File: src/rtl/if_stage_fetch.sv
// Instruction-fetch stage: owns the PC, issues single-outstanding requests to
// instruction memory, and produces the IF/ID pipeline register for decode.
module if_stage_fetch #(
    parameter logic [31:0] RESET_PC = 32'h0000_0000,
    parameter logic [31:0] NOP_INST = 32'h0000_0013
) (
    input  logic        clk,
    input  logic        rst,
    input  logic        id_stall_flag,
    input  logic        take_branch,
    input  logic [31:0] branch_target,
    output logic        imem_req_valid,
    input  logic        imem_req_ready,
    output logic [31:0] imem_addr,
    input  logic        imem_rsp_valid,
    input  logic [31:0] imem_rsp_data,
    output logic [31:0] if_id_IR,
    output logic [31:0] if_id_PC,
    output logic        if_id_valid_inst
);

    typedef enum logic [1:0] {
        S_REQ,
        S_WAIT,
        S_HOLD,
        S_DROP
    } state_t;

    state_t      r_state;
    state_t      w_state_nxt;
    logic [31:0] r_pc;
    logic [31:0] w_pc_nxt;
    logic [31:0] r_hold;
    logic [31:0] w_hold_nxt;
    logic [31:0] r_ir;
    logic [31:0] w_ir_nxt;
    logic [31:0] r_ifpc;
    logic [31:0] w_ifpc_nxt;
    logic        r_valid;
    logic        w_valid_nxt;
    logic        w_handshake;
    logic [31:0] w_target;
    logic [31:0] w_pc_inc;

    // Request is masked during reset so memory never sees a request while rst is high.
    assign imem_req_valid   = (r_state == S_REQ) && !rst;
    assign imem_addr        = r_pc;
    assign if_id_IR         = r_ir;
    assign if_id_PC         = r_ifpc;
    assign if_id_valid_inst = r_valid;

    assign w_handshake = imem_req_valid && imem_req_ready;
    assign w_target    = branch_target & 32'hFFFF_FFFC;
    assign w_pc_inc    = r_pc + 32'd4;

    always_ff @(posedge clk or posedge rst) begin
        if (rst) begin
            r_state <= S_REQ;
            r_pc    <= RESET_PC;
            r_hold  <= 32'd0;
            r_ir    <= NOP_INST;
            r_ifpc  <= 32'd0;
            r_valid <= 1'b0;
        end else begin
            r_state <= w_state_nxt;
            r_pc    <= w_pc_nxt;
            r_hold  <= w_hold_nxt;
            r_ir    <= w_ir_nxt;
            r_ifpc  <= w_ifpc_nxt;
            r_valid <= w_valid_nxt;
        end
    end

    // Default IF/ID behaviour: hold under stall, otherwise a bubble unless a delivery overrides it.
    always_comb begin
        w_state_nxt = r_state;
        w_pc_nxt    = r_pc;
        w_hold_nxt  = r_hold;
        w_ifpc_nxt  = r_ifpc;
        if (id_stall_flag) begin
            w_ir_nxt    = r_ir;
            w_valid_nxt = r_valid;
        end else begin
            w_ir_nxt    = NOP_INST;
            w_valid_nxt = 1'b0;
        end

        if (take_branch) begin
            w_pc_nxt    = w_target;
            w_ir_nxt    = NOP_INST;
            w_valid_nxt = 1'b0;
            w_hold_nxt  = 32'd0;
            case (r_state)
                S_REQ:   w_state_nxt = w_handshake ? S_DROP : S_REQ;
                S_WAIT:  w_state_nxt = imem_rsp_valid ? S_REQ : S_DROP;
                S_HOLD:  w_state_nxt = S_REQ;
                default: w_state_nxt = imem_rsp_valid ? S_REQ : S_DROP;
            endcase
        end else begin
            case (r_state)
                S_REQ: begin
                    if (w_handshake) begin
                        w_state_nxt = S_WAIT;
                    end
                end
                S_WAIT: begin
                    if (imem_rsp_valid && !id_stall_flag) begin
                        w_ir_nxt    = imem_rsp_data;
                        w_ifpc_nxt  = r_pc;
                        w_valid_nxt = 1'b1;
                        w_pc_nxt    = w_pc_inc;
                        w_state_nxt = S_REQ;
                    end else if (imem_rsp_valid) begin
                        w_hold_nxt  = imem_rsp_data;
                        w_state_nxt = S_HOLD;
                    end
                end
                S_HOLD: begin
                    if (!id_stall_flag) begin
                        w_ir_nxt    = r_hold;
                        w_ifpc_nxt  = r_pc;
                        w_valid_nxt = 1'b1;
                        w_pc_nxt    = w_pc_inc;
                        w_state_nxt = S_REQ;
                    end
                end
                default: begin
                    if (imem_rsp_valid) begin
                        w_state_nxt = S_REQ;
                    end
                end
            endcase
        end
    end

endmodule

File: config.mk
export PLATFORM = sky130hd
export DESIGN_NAME = if_stage_fetch
export DESIGN_NICKNAME = d
export VERILOG_FILES = /design/src/rtl/if_stage_fetch.sv
export SDC_FILE = /design/constraint.sdc
export NUM_CORES = 1
export LEC_CHECK = 0
export ABC_AREA = 0
export BUFFER_PORTS_ARGS = -buffer_cell sky130_fd_sc_hd__buf_2
export CORE_MARGIN = 3
export CORE_UTILIZATION = 50
export DETAILED_ROUTE_END_ITERATION = 16
export PLACE_DENSITY = 0.81
export SLEW_MARGIN = 10
export SYNTH_ARGS = -nofsm -noshare
export SYNTH_HDL_FRONTEND = slang
export SYNTH_SLANG_ARGS = --single-unit
File: constraint.sdc
create_clock -name clk -period 4.07 [get_ports clk]
set_input_delay 0.2035 -clock clk [delete_from_list [all_inputs] [get_ports clk]]
set_output_delay 0.2035 -clock clk [all_outputs]
set_load 0.005 [all_outputs]
==> flow_summary_export.csv, run 1 <==
group,metric,value,unit
floorplanning,dieArea,14000,um^2
logic_synthesis,netlist.area_leader.share,49.2,%
layout,layout-drive-gt1-share,28.4,%
drt,route.vias.total,5704,
setup_path,r2r-start,"r_state[0]",
logic_synthesis,yosysTopAreaCell,"dfrtp_1",
setup_path,worstSetupEndpointType,"flip-flop",
drt,drc,0,
floorplanning,core,12200,um^2
drt,via_per_inst,5.61,
logic_synthesis,synth_cells,683,
global_routing,antenna_found_initial,0,
logic_synthesis,synth_cell_types,47,
pwr,leakagePower,3.70,nW
global_routing,overflow,0,
logic_synthesis,syn_avg_cell_area,9.24,um^2
layout,final_util,65.2,%
logic_synthesis,synthTopCellsByCount,"nand2_1, dfrtp_1, o21ai_0",
layout,diodes,0,
global_routing,grtUsageTotal,25.1,%
clock_tree,clockRootBuffer,"clkbuf_16",
floorplanning,io_pins,168,
sta,rsz0062_at_grt,"no",
global_routing,grt_max_degree,92,
sta,relSlewSlack,34.5,%
status,status,"finished, final reports clean",
clock_tree,cts_buffers,17,
sta,whs,0.0138,ns
sta,period_needed,2.47,ns
placed_design,post-dp-hpwl,10700,um
clock_tree,clk_pin_slew,0.05,ns
clock_tree,cts_tree,"yes",
clock_tree,clock_latency,0.41,ns
pwr,ir_drop,0.000425,V
layout,syn_to_final_growth,25.7,%
setup_path,worstPathRequired,4.41,ns
clock_tree,clock_sinks,127,
sta,worstMarginPinSlew,0.983,ns
global_routing,grt_pass1_vias,5723,
sta,fin_setup_tns,0,ns
drt,drtAntennaViolNets,0,
sta,hold_viol,0,
floorplanning,start_util,51.9,%
pwr,powerDensity,569,nW/um^2
flow_run,drv_cap,0,
min_path,hold-path-cell-count,3,
clock_tree,cts_resized,0,
logic_synthesis,synth.most_common_cell,"nand2_1",
clock_tree,cts_buffer_depth,2,
setup_path,endpoint,"imem_addr[31]",
min_path,hold_class,"in2reg",
floorplanning,fp.dieW,118,um
setup_path,ff2ff_setup_slack,1.60,ns
setup_path,worstReg2RegEnd,"imem_addr[31]",
layout,final_nets,910,
floorplanning,die_h,118,um
logic_synthesis,ys_ff_latch,127,
placed_design,io_buffers,161,
setup_path,worst_r2r_path_depth,7,
drt,firstDrtPassIters,7,
sta,fin_crit_sh,60.8,%
logic_synthesis,syn-cell-area,6310,um^2
floorplanning,rows,40,
setup_path,critPathKind,"reg2reg",
logic_synthesis,synth_flop_cell,"dfrtp_1",
logic_synthesis,synth_edf_count,0,
logic_synthesis,synthArstFlopShare,100,%
logic_synthesis,ys_seq_area_share,50.4,%
global_routing,grt_pass1_wl,28500,um
drt,first_iter_violations,472,
drt,wirelength,17300,um
clock_tree,htreeDepth,4,
placed_design,place.gp.congestion,0.779,
sta,setup_violations,0,
pwr,p_total,0.00451,W
sta,slew_viol_final,0,
setup_path,cp-startpoint,"r_state[0]",
logic_synthesis,yosysWarnings,0,
setup_path,critPathMaxFanout,10,
drt,wl_per_cell,17.0,um
sta,max_freq,404,MHz
setup_path,start_kind,"flip-flop",
sta,skew,0.00561,ns
setup_path,cp.arrival,2.82,ns
logic_synthesis,synth_area_leaders,"dfrtp_1, nand2_1, o21ai_0",
area by class of cell:
cell class,count,area (um^2)
sequential,127,3180
inverter,11,43.8
timing repair buffer,184,1010
tap,168,210
fill,1030,4230
multi-input combinational,494,2880
clock buffer,28,557
clock inverter,4,45.0
kinds of logic (layout without fill, tap and decap cells):
| family | after synthesis | in the layout | share of synthesized area [%] |
|---|---|---|---|
| flops | 127 | 127 | 50.4 |
| simple gates | 258 | 258 | 18.2 |
| fa+ha+maj | 5 | 5 | 0.992 |
| other cells | 1 | 4 | 0.0594 |
| buf+inv | 65 | 227 | 4.30 |
| xor+xnor | 27 | 27 | 3.75 |
| compound gates | 171 | 171 | 17.1 |
| mux | 29 | 29 | 5.14 |
registers in the layout, indices dropped and copies added (netlist names):
| signal | cells |
|---|---|
| r_state | 2 |
| if_id_IR | 32 |
| imem_addr | 30 |
| if_id_valid_inst | 1 |
| r_hold | 32 |
| if_id_PC | 30 |
through the flow:
stage | setup slack (ns) | instance area (um^2) | instances
2_1_floorplan | 0.487 | 6320 | 686
3_3_place_gp | 1.56 | 7210 | 972
3_5_place_dp | 1.54 | 7210 | 972
4_1_cts | 1.57 | 7930 | 1016
5_1_grt | 1.38 | 7930 | 1016
6_report | 1.60 | 7930 | 1016
timing repair:
| action | CTS | global route |
|---|---|---|
| endpoints found under the hold margin | 12 | 0 |
| buffers inserted | 0 | 0 |
| setup endpoints to repair | 0 | 0 |
| hold buffers | 12 | 0 |
placed cells by master, fill, tap and decap left out, types with 9 or more instances in the layout:
cell type      Yosys  routed
inv_1             11      10
o21ai_0           64      64
clkbuf_8           0       9
xnor2_1           11      11
buf_2              7     160
nand3_1           17      17
dlygate4sd3_1      0      12
a21oi_1           36      36
nor2_1            43      42
mux2_2            27      27
buf_4              5      12
nand2_1          162     162
a22oi_1           31      31
xor2_1            16      16
a22o_1            28      28
clkbuf_16          0      17
dfrtp_1          124     124
where the power goes:
| group | internal (W) | switching, W | leakage, nW |
|---|---|---|---|
| Sequential | 0.00151 | 0.000165 | 1.65 |
| Combinational | 0.000544 | 0.000791 | 1.75 |
| Clock | 0.000985 | 0.000517 | 0.302 |
worst max-delay path, stage by stage, from the launching register on:
cell and delay, ns:
dfrtp_1 0.37, inv_1 0.11, ha_1 0.37, mux2i_1 0.33, nor3_4 0.44, nand4_2 0.18, or4_1 0.51, nand3_1 0.09
how the worst min path moves through the flow:
| stage | from | endpoint | slack, ns |
|---|---|---|---|
| finish | branch_target[23] | imem_addr[23] | 0.01 |
| global route | branch_target[7] | imem_addr[7] | 0.01 |
| CTS | branch_target[23] | imem_addr[23] | 0.0003 |
| detailed placement | branch_target[15] | imem_addr[15] | 0.41 |
| global placement | branch_target[21] | imem_addr[21] | 0.41 |
| floorplan | branch_target[10] | imem_addr[10] | 0.32 |
layer usage:
metal	track usage, %	part of all wire, %	vias to the layer above
met3	7.27	7.2	18
met1	31.4	41	2798
met4	7.62	0.92	0
met5	0	0	-
li1	-	-	2655
met2	42.2	50	233
Power figures use the tool's default switching activity.
==> run 2: changes to the inputs <==
--- a/config.mk
+++ b/config.mk
@@ -8,9 +8,9 @@
 export ABC_AREA = 0
 export BUFFER_PORTS_ARGS = -buffer_cell sky130_fd_sc_hd__buf_2
 export CORE_MARGIN = 3
-export CORE_UTILIZATION = 50
+export CORE_UTILIZATION = 48
 export DETAILED_ROUTE_END_ITERATION = 16
-export PLACE_DENSITY = 0.81
+export PLACE_DENSITY = 0.82
 export SLEW_MARGIN = 10
 export SYNTH_ARGS = -nofsm -noshare
 export SYNTH_HDL_FRONTEND = slang
==> constraint.sdc (replaced) <==
create_clock -name clk -period 2.2 [get_ports clk]
set_input_delay 0.11 -clock clk [delete_from_list [all_inputs] [get_ports clk]]
set_output_delay 0.11 -clock clk [all_outputs]
set_load 0.005 [all_outputs]
==> run 2 against run 1 <==
Net effect: core utilization is 2.6 points higher; global-route usage increased by 0.29 points; sequential share of layout area down 3.2 points; worst hold slack improved by 0.12 ns; register-to-register slack got worse by 1.5 ns; count of clock-buffer cells in the layout down 3; combinational power is 110% higher; critical path depth is the same; die area increased by 4.0%.
==> flow_summary_export.csv, run 2 (synthesis results as in run 1) <==
group,metric,value,unit
min_path,hold_class,"in2reg",
layout,final_util,67.8,%
global_routing,use_met1,31.8,%
sta,rsz0062_at_grt,"yes",
placed_design,place_ws,0.0394,ns
pwr,internal_power,0.00580,W
floorplanning,fp.dieW,121,um
placed_design,io_buffers,161,
min_path,min_from,"take_branch",
drt,drtAntennaViolNets,0,
clock_tree,cts_setup_buffers,0,
sta,period_needed,2.09,ns
drt,route.vias.total,5970,
sta,worstMarginPinSlew,0.588,ns
setup_path,cp-startpoint,"imem_addr[2]",
drt,firstDrtPassIters,5,
sta,setup_violations,0,
drt,wirelength,17900,um
sta,relSlewSlack,60.8,%
global_routing,overflow,0,
setup_path,worstPathRequired,2.52,ns
pwr,switchingPower,0.00282,W
layout,final_cell_area,8620,um^2
setup_path,endpoint,"imem_addr[26]",
layout,syn_to_final_growth,36.7,%
placed_design,post-dp-hpwl,10800,um
layout,layout-drive-gt1-share,28.0,%
layout,fillers,971,
global_routing,grt_pass1_vias,6083,
setup_path,ff2ff_setup_slack,0.11,ns
pwr,p_seq_share,35.9,%
pwr,powerDensity,999,nW/um^2
pwr,leakagePower,3.99,nW
clock_tree,clock_sinks,127,
setup_path,start_kind,"flip-flop",
global_routing,grt_pass1_wl,29600,um
layout,layout_common_cells,"nand2_1, buf_2, dfrtp_1, o21ai_0, dlygate4sd3_1",
drt,wl_per_cell,16.5,um
floorplanning,core,12700,um^2
status,status,"finished, final reports clean",
setup_path,worstReg2RegEnd,"imem_addr[26]",
sta,fin_setup_tns,0,ns
layout,final_nets,976,
placed_design,place.gp.congestion,0.821,
clock_tree,cts_buffer_depth,2,
setup_path,r2r-start,"imem_addr[2]",
global_routing,grt-busiest-layer,"met2",
placed_design,placed_cell_area,7400,um^2
sta,max_freq,479,MHz
setup_path,critPathKind,"reg2reg",
pwr,clockPowerShare,31.6,%
floorplanning,rows,41,
floorplanning,die_h,121,um
clock_tree,clk_pin_slew,0.06,ns
clock_tree,cts_buffers,17,
clock_tree,htreeDepth,4,
pwr,combPwrFrac,32.4,%
clock_tree,clockRootBuffer,"clkbuf_16",
pwr,ir_drop,0.000639,V
global_routing,grt_max_degree,83,
global_routing,met2_usage,41.7,%
global_routing,gr-usage-met3,5.80,%
sta,setup_slack,0.114,ns
setup_path,worst_r2r_path_depth,7,
global_routing,grtUsageTotal,25.4,%
pwr,swShare,32.7,%
floorplanning,io_pins,168,
sta,slew_viol_final,0,
setup_path,cp.arrival,2.41,ns
pwr,p_total,0.00862,W
setup_path,critPathMaxFanout,6,
floorplanning,start_util,49.6,%
drt,via_per_inst,5.49,
sta,hold_viol,0,
drt,first_iter_violations,450,
clock_tree,cts_tree,"yes",
flow_run,drv_cap,0,
drt,drc,0,
sta,skew,0.00853,ns
setup_path,worstSetupEndpointType,"flip-flop",
sta,fin_crit_sh,94.8,%
layout,layout_commonest_cell,"nand2_1",
floorplanning,dieArea,14600,um^2
clock_tree,clock_latency,0.42,ns
global_routing,antenna_found_initial,1,
-- run 2: changes by cell type in the layout (fill, tap and decap cells not counted), moves of 2 or more --
cell	delta
buf_4	+9
clkbuf_1	+3
clkbuf_8	-6
dlygate4sd3_1	+51
clkinv_2	+2
buf_12	+6
-- run 2: worst min path at each step --
stage | endpoint | slack (ns) | cells after the start
2_1_floorplan | imem_addr[10] | 0.23 | 2
3_3_place_gp | r_hold[7] | 0.16 | 2
3_5_place_dp | if_id_IR[5] | 0.17 | 2
4_1_cts | imem_addr[12] | 0.12 | 3
5_1_grt | imem_addr[11] | 0.16 | 3
6_report | imem_addr[15] | 0.13 | 3
-- run 2: final cells by class --
cell class	instances	area [um^2]	area share, %
Inverter	11	45.0	0.522
Clock buffer	25	485	5.63
Tap cell	172	215	2.50
Timing Repair Buffer	250	1710	19.8
Sequential cell	127	3180	36.9
Antenna cell	1	2.50	0.0290
Clock inverter	7	85.1	0.987
Multi-Input combinational cell	494	2900	33.6
-- run 2: metrics by stage --
| step | hold WS (ns) | cells |
|---|---|---|
| global route | 0.164 | 1087 |
| CTS | 0.121 | 1086 |
| floorplan | 0.231 | 686 |
| detailed placement | 0.172 | 991 |
| finish | 0.131 | 1087 |
| global placement | 0.163 | 991 |
-- run 2: what timing repair did --
item | 4_1_cts | 5_1_grt
hold buffers | 63 | 0
gates resized for setup | 0 | 4
endpoints found under the hold margin | 76 | 0
endpoints found under the setup margin | 0 | 19
-- run 2: power by group through the flow --
stage,combinational (W),clock (W),sequential [W]
after detailed placement,0.00264,0,0.00312
final,0.00280,0.00273,0.00310
after CTS,0.00274,0.00275,0.00308
after global routing,0.00305,0.00286,0.00316
after floorplan,0.00152,0,0.00312
after global placement,0.00258,0,0.00309
-- run 2: critical path, cell delays in order, from the launching register on --
cell      delay, ns
dfrtp_1        0.46
ha_1           0.25
nand4b_1       0.26
nor4_2         0.35
buf_4          0.20
nand4_1        0.12
xor2_1         0.16
o21ai_0        0.20
-- run 2: per-layer routing --
metal,share of wire (%),up-vias
met2,50,265
li1,-,2792
met5,0,-
met3,6.6,51
met1,41,2862
met4,3.1,0
==> run 3: changes to the inputs <==
--- a/config.mk
+++ b/config.mk
@@ -8,9 +8,9 @@
 export ABC_AREA = 0
 export BUFFER_PORTS_ARGS = -buffer_cell sky130_fd_sc_hd__buf_2
 export CORE_MARGIN = 3
-export CORE_UTILIZATION = 48
+export CORE_UTILIZATION = 44
 export DETAILED_ROUTE_END_ITERATION = 16
-export PLACE_DENSITY = 0.82
+export PLACE_DENSITY = 0.76
 export SLEW_MARGIN = 10
 export SYNTH_ARGS = -nofsm -noshare
 export SYNTH_HDL_FRONTEND = slang
==> run 3 against run 2 <==
Net effect: non-clock buffer count is the same; die area grew 8.6%; fmax grew 3.3%; clock skew shrank 0.00072 ns; final area grew 0.61%; wire length is essentially flat; sequential share of layout area shrank 0.22 points; sequential power is essentially flat; cell count grew 0.64%; highest routed layer unchanged.
==> flow_summary_export.csv, run 3 (synthesis results as in run 1) <==
group,metric,value,unit
floorplanning,dieArea,15800,um^2
pwr,combPwrFrac,31.4,%
global_routing,grt_max_degree,122,
setup_path,critPathMaxFanout,7,
layout,layout_common_cells,"nand2_1, buf_2, dfrtp_1, o21ai_0, dlygate4sd3_1",
pwr,swShare,32.2,%
layout,syn_to_final_growth,37.5,%
sta,whs,0.173,ns
drt,first_iter_violations,430,
sta,setup_slack,0.181,ns
floorplanning,rows,43,
global_routing,grt_pass1_vias,5867,
placed_design,io_buffers,161,
drt,wirelength,17900,um
drt,via_per_inst,5.37,
sta,fin_setup_tns,0,ns
setup_path,critPathKind,"reg2reg",
sta,relSlewSlack,57.2,%
clock_tree,htreeDepth,4,
layout,final_util,62.3,%
pwr,clockPowerShare,33.2,%
global_routing,grt_pass1_wl,29600,um
status,status,"finished, final reports clean",
placed_design,place.gp.congestion,0.826,
setup_path,worstSetupEndpointType,"flip-flop",
floorplanning,die_h,126,um
global_routing,antenna_found_initial,0,
pwr,leakagePower,4.02,nW
layout,diodes,0,
setup_path,start_kind,"flip-flop",
drt,firstDrtPassIters,6,
clock_tree,cts_tree,"yes",
drt,drtAntennaViolNets,0,
sta,rsz0062_at_grt,"no",
clock_tree,clock_sinks,127,
sta,max_freq,495,MHz
global_routing,grtUsageTotal,23.1,%
floorplanning,io_pins,168,
drt,wl_per_cell,16.4,um
setup_path,cp.arrival,2.36,ns
sta,skew,0.00780,ns
layout,stdcell_count,1094,
sta,fin_crit_sh,91.8,%
clock_tree,clockRootBuffer,"clkbuf_16",
pwr,powerDensity,1010,nW/um^2
placed_design,place_ws,0.147,ns
layout,final_nets,976,
floorplanning,start_util,45.3,%
pwr,ir_drop,0.000793,V
sta,setup_violations,0,
pwr,p_seq_share,35.5,%
layout,layout_commonest_cell,"nand2_1",
placed_design,post-dp-hpwl,11200,um
layout,layout-drive-gt1-share,28.2,%
drt,drc,0,
placed_design,place_inst,998,
floorplanning,core,13900,um^2
sta,period_needed,2.02,ns
flow_run,drv_cap,0,
pwr,switchingPower,0.00282,W
floorplanning,fp.dieW,126,um
clock_tree,clk_pin_slew,0.05,ns
drt,route.vias.total,5877,
setup_path,worstPathRequired,2.55,ns
pwr,internal_power,0.00594,W
min_path,hold_class,"in2reg",
sta,slew_viol_final,0,
clock_tree,cts_buffer_depth,2,
global_routing,overflow,0,
sta,worstMarginPinSlew,0.642,ns
sta,hold_viol,0,
clock_tree,cts_buffers,17,
clock_tree,clock_latency,0.41,ns
==> run 3: changes by cell type in the layout (fill, tap and decap cells not counted), sizes merged <==
cell	before	now
clkbuf	25	22
clkinvlp	1	3
bufinv	2	3
diode	1	0
==> run 3: stage by stage <==
stage / cell area (um^2) / total power [W]
floorplan: 6320 / 0.00463
global placement: 7420 / 0.00568
detailed placement: 7420 / 0.00576
CTS: 8670 / 0.00878
global route: 8680 / 0.00923
finish: 8680 / 0.00876
==> run 3: final cells by class <==
| class | instances | area [um^2] |
|---|---|---|
| Clock buffer | 22 | 484 |
| Multi-Input combinational cell | 494 | 2880 |
| Clock inverter | 10 | 134 |
| Sequential cell | 127 | 3180 |
| Fill cell | 1151 | 5260 |
| Timing Repair Buffer | 250 | 1720 |
| Inverter | 11 | 45.0 |
| Tap cell | 180 | 225 |
==> run 3: path summary, 6_finish.rpt <==
path / start / end / slack, ns / depth (start not counted)
worst max-delay path: r_state[1] / imem_addr[31] / 0.18 / 8
worst min-delay path: take_branch / r_state[1] / 0.17 / 3
worst max register to register: r_state[1] / imem_addr[31] / 0.18 / 8
worst min register to register: if_id_PC[22] / if_id_PC[22] / 0.49 / 2
max in group asynchronous: rst / if_id_IR[4] / 1.10 / 4
min in group asynchronous: rst / if_id_IR[8] / 0.34 / 3
==> run 3: repair_timing <==
action / in CTS / in global routing
setup endpoints to repair: 0 / 2
hold buffers: 63 / 0
endpoints found under the hold margin: 83 / 0
setup buffers: 0 / 1
gates resized for setup: 0 / 1
==> run 3: worst max-delay path, cell delays in order (launching register included) <==
cell and delay [ns]:
dfrtp_1 0.40, inv_1 0.11, ha_2 0.24, mux2i_1 0.08, buf_4 0.18, nor3_4 0.21
nand4_2 0.15, or4_1 0.49, nand3_1 0.09
==> run 3: layer usage <==
layer | GRT usage (%) | wire [um]
met1 | 29.3 | 7630
met2 | 38.4 | 8660
met4 | 8.45 | 437
met5 | 0 | 0
met3 | 5.68 | 1190
==> run 3: power by group through the flow <==
stage	logic, W	clock network, W	registers [W]
floorplan	0.00152	0	0.00312
global placement	0.00257	0	0.00311
detailed placement	0.00263	0	0.00313
CTS	0.00273	0.00295	0.00309
global route	0.00301	0.00306	0.00316
finish	0.00275	0.00290	0.00310
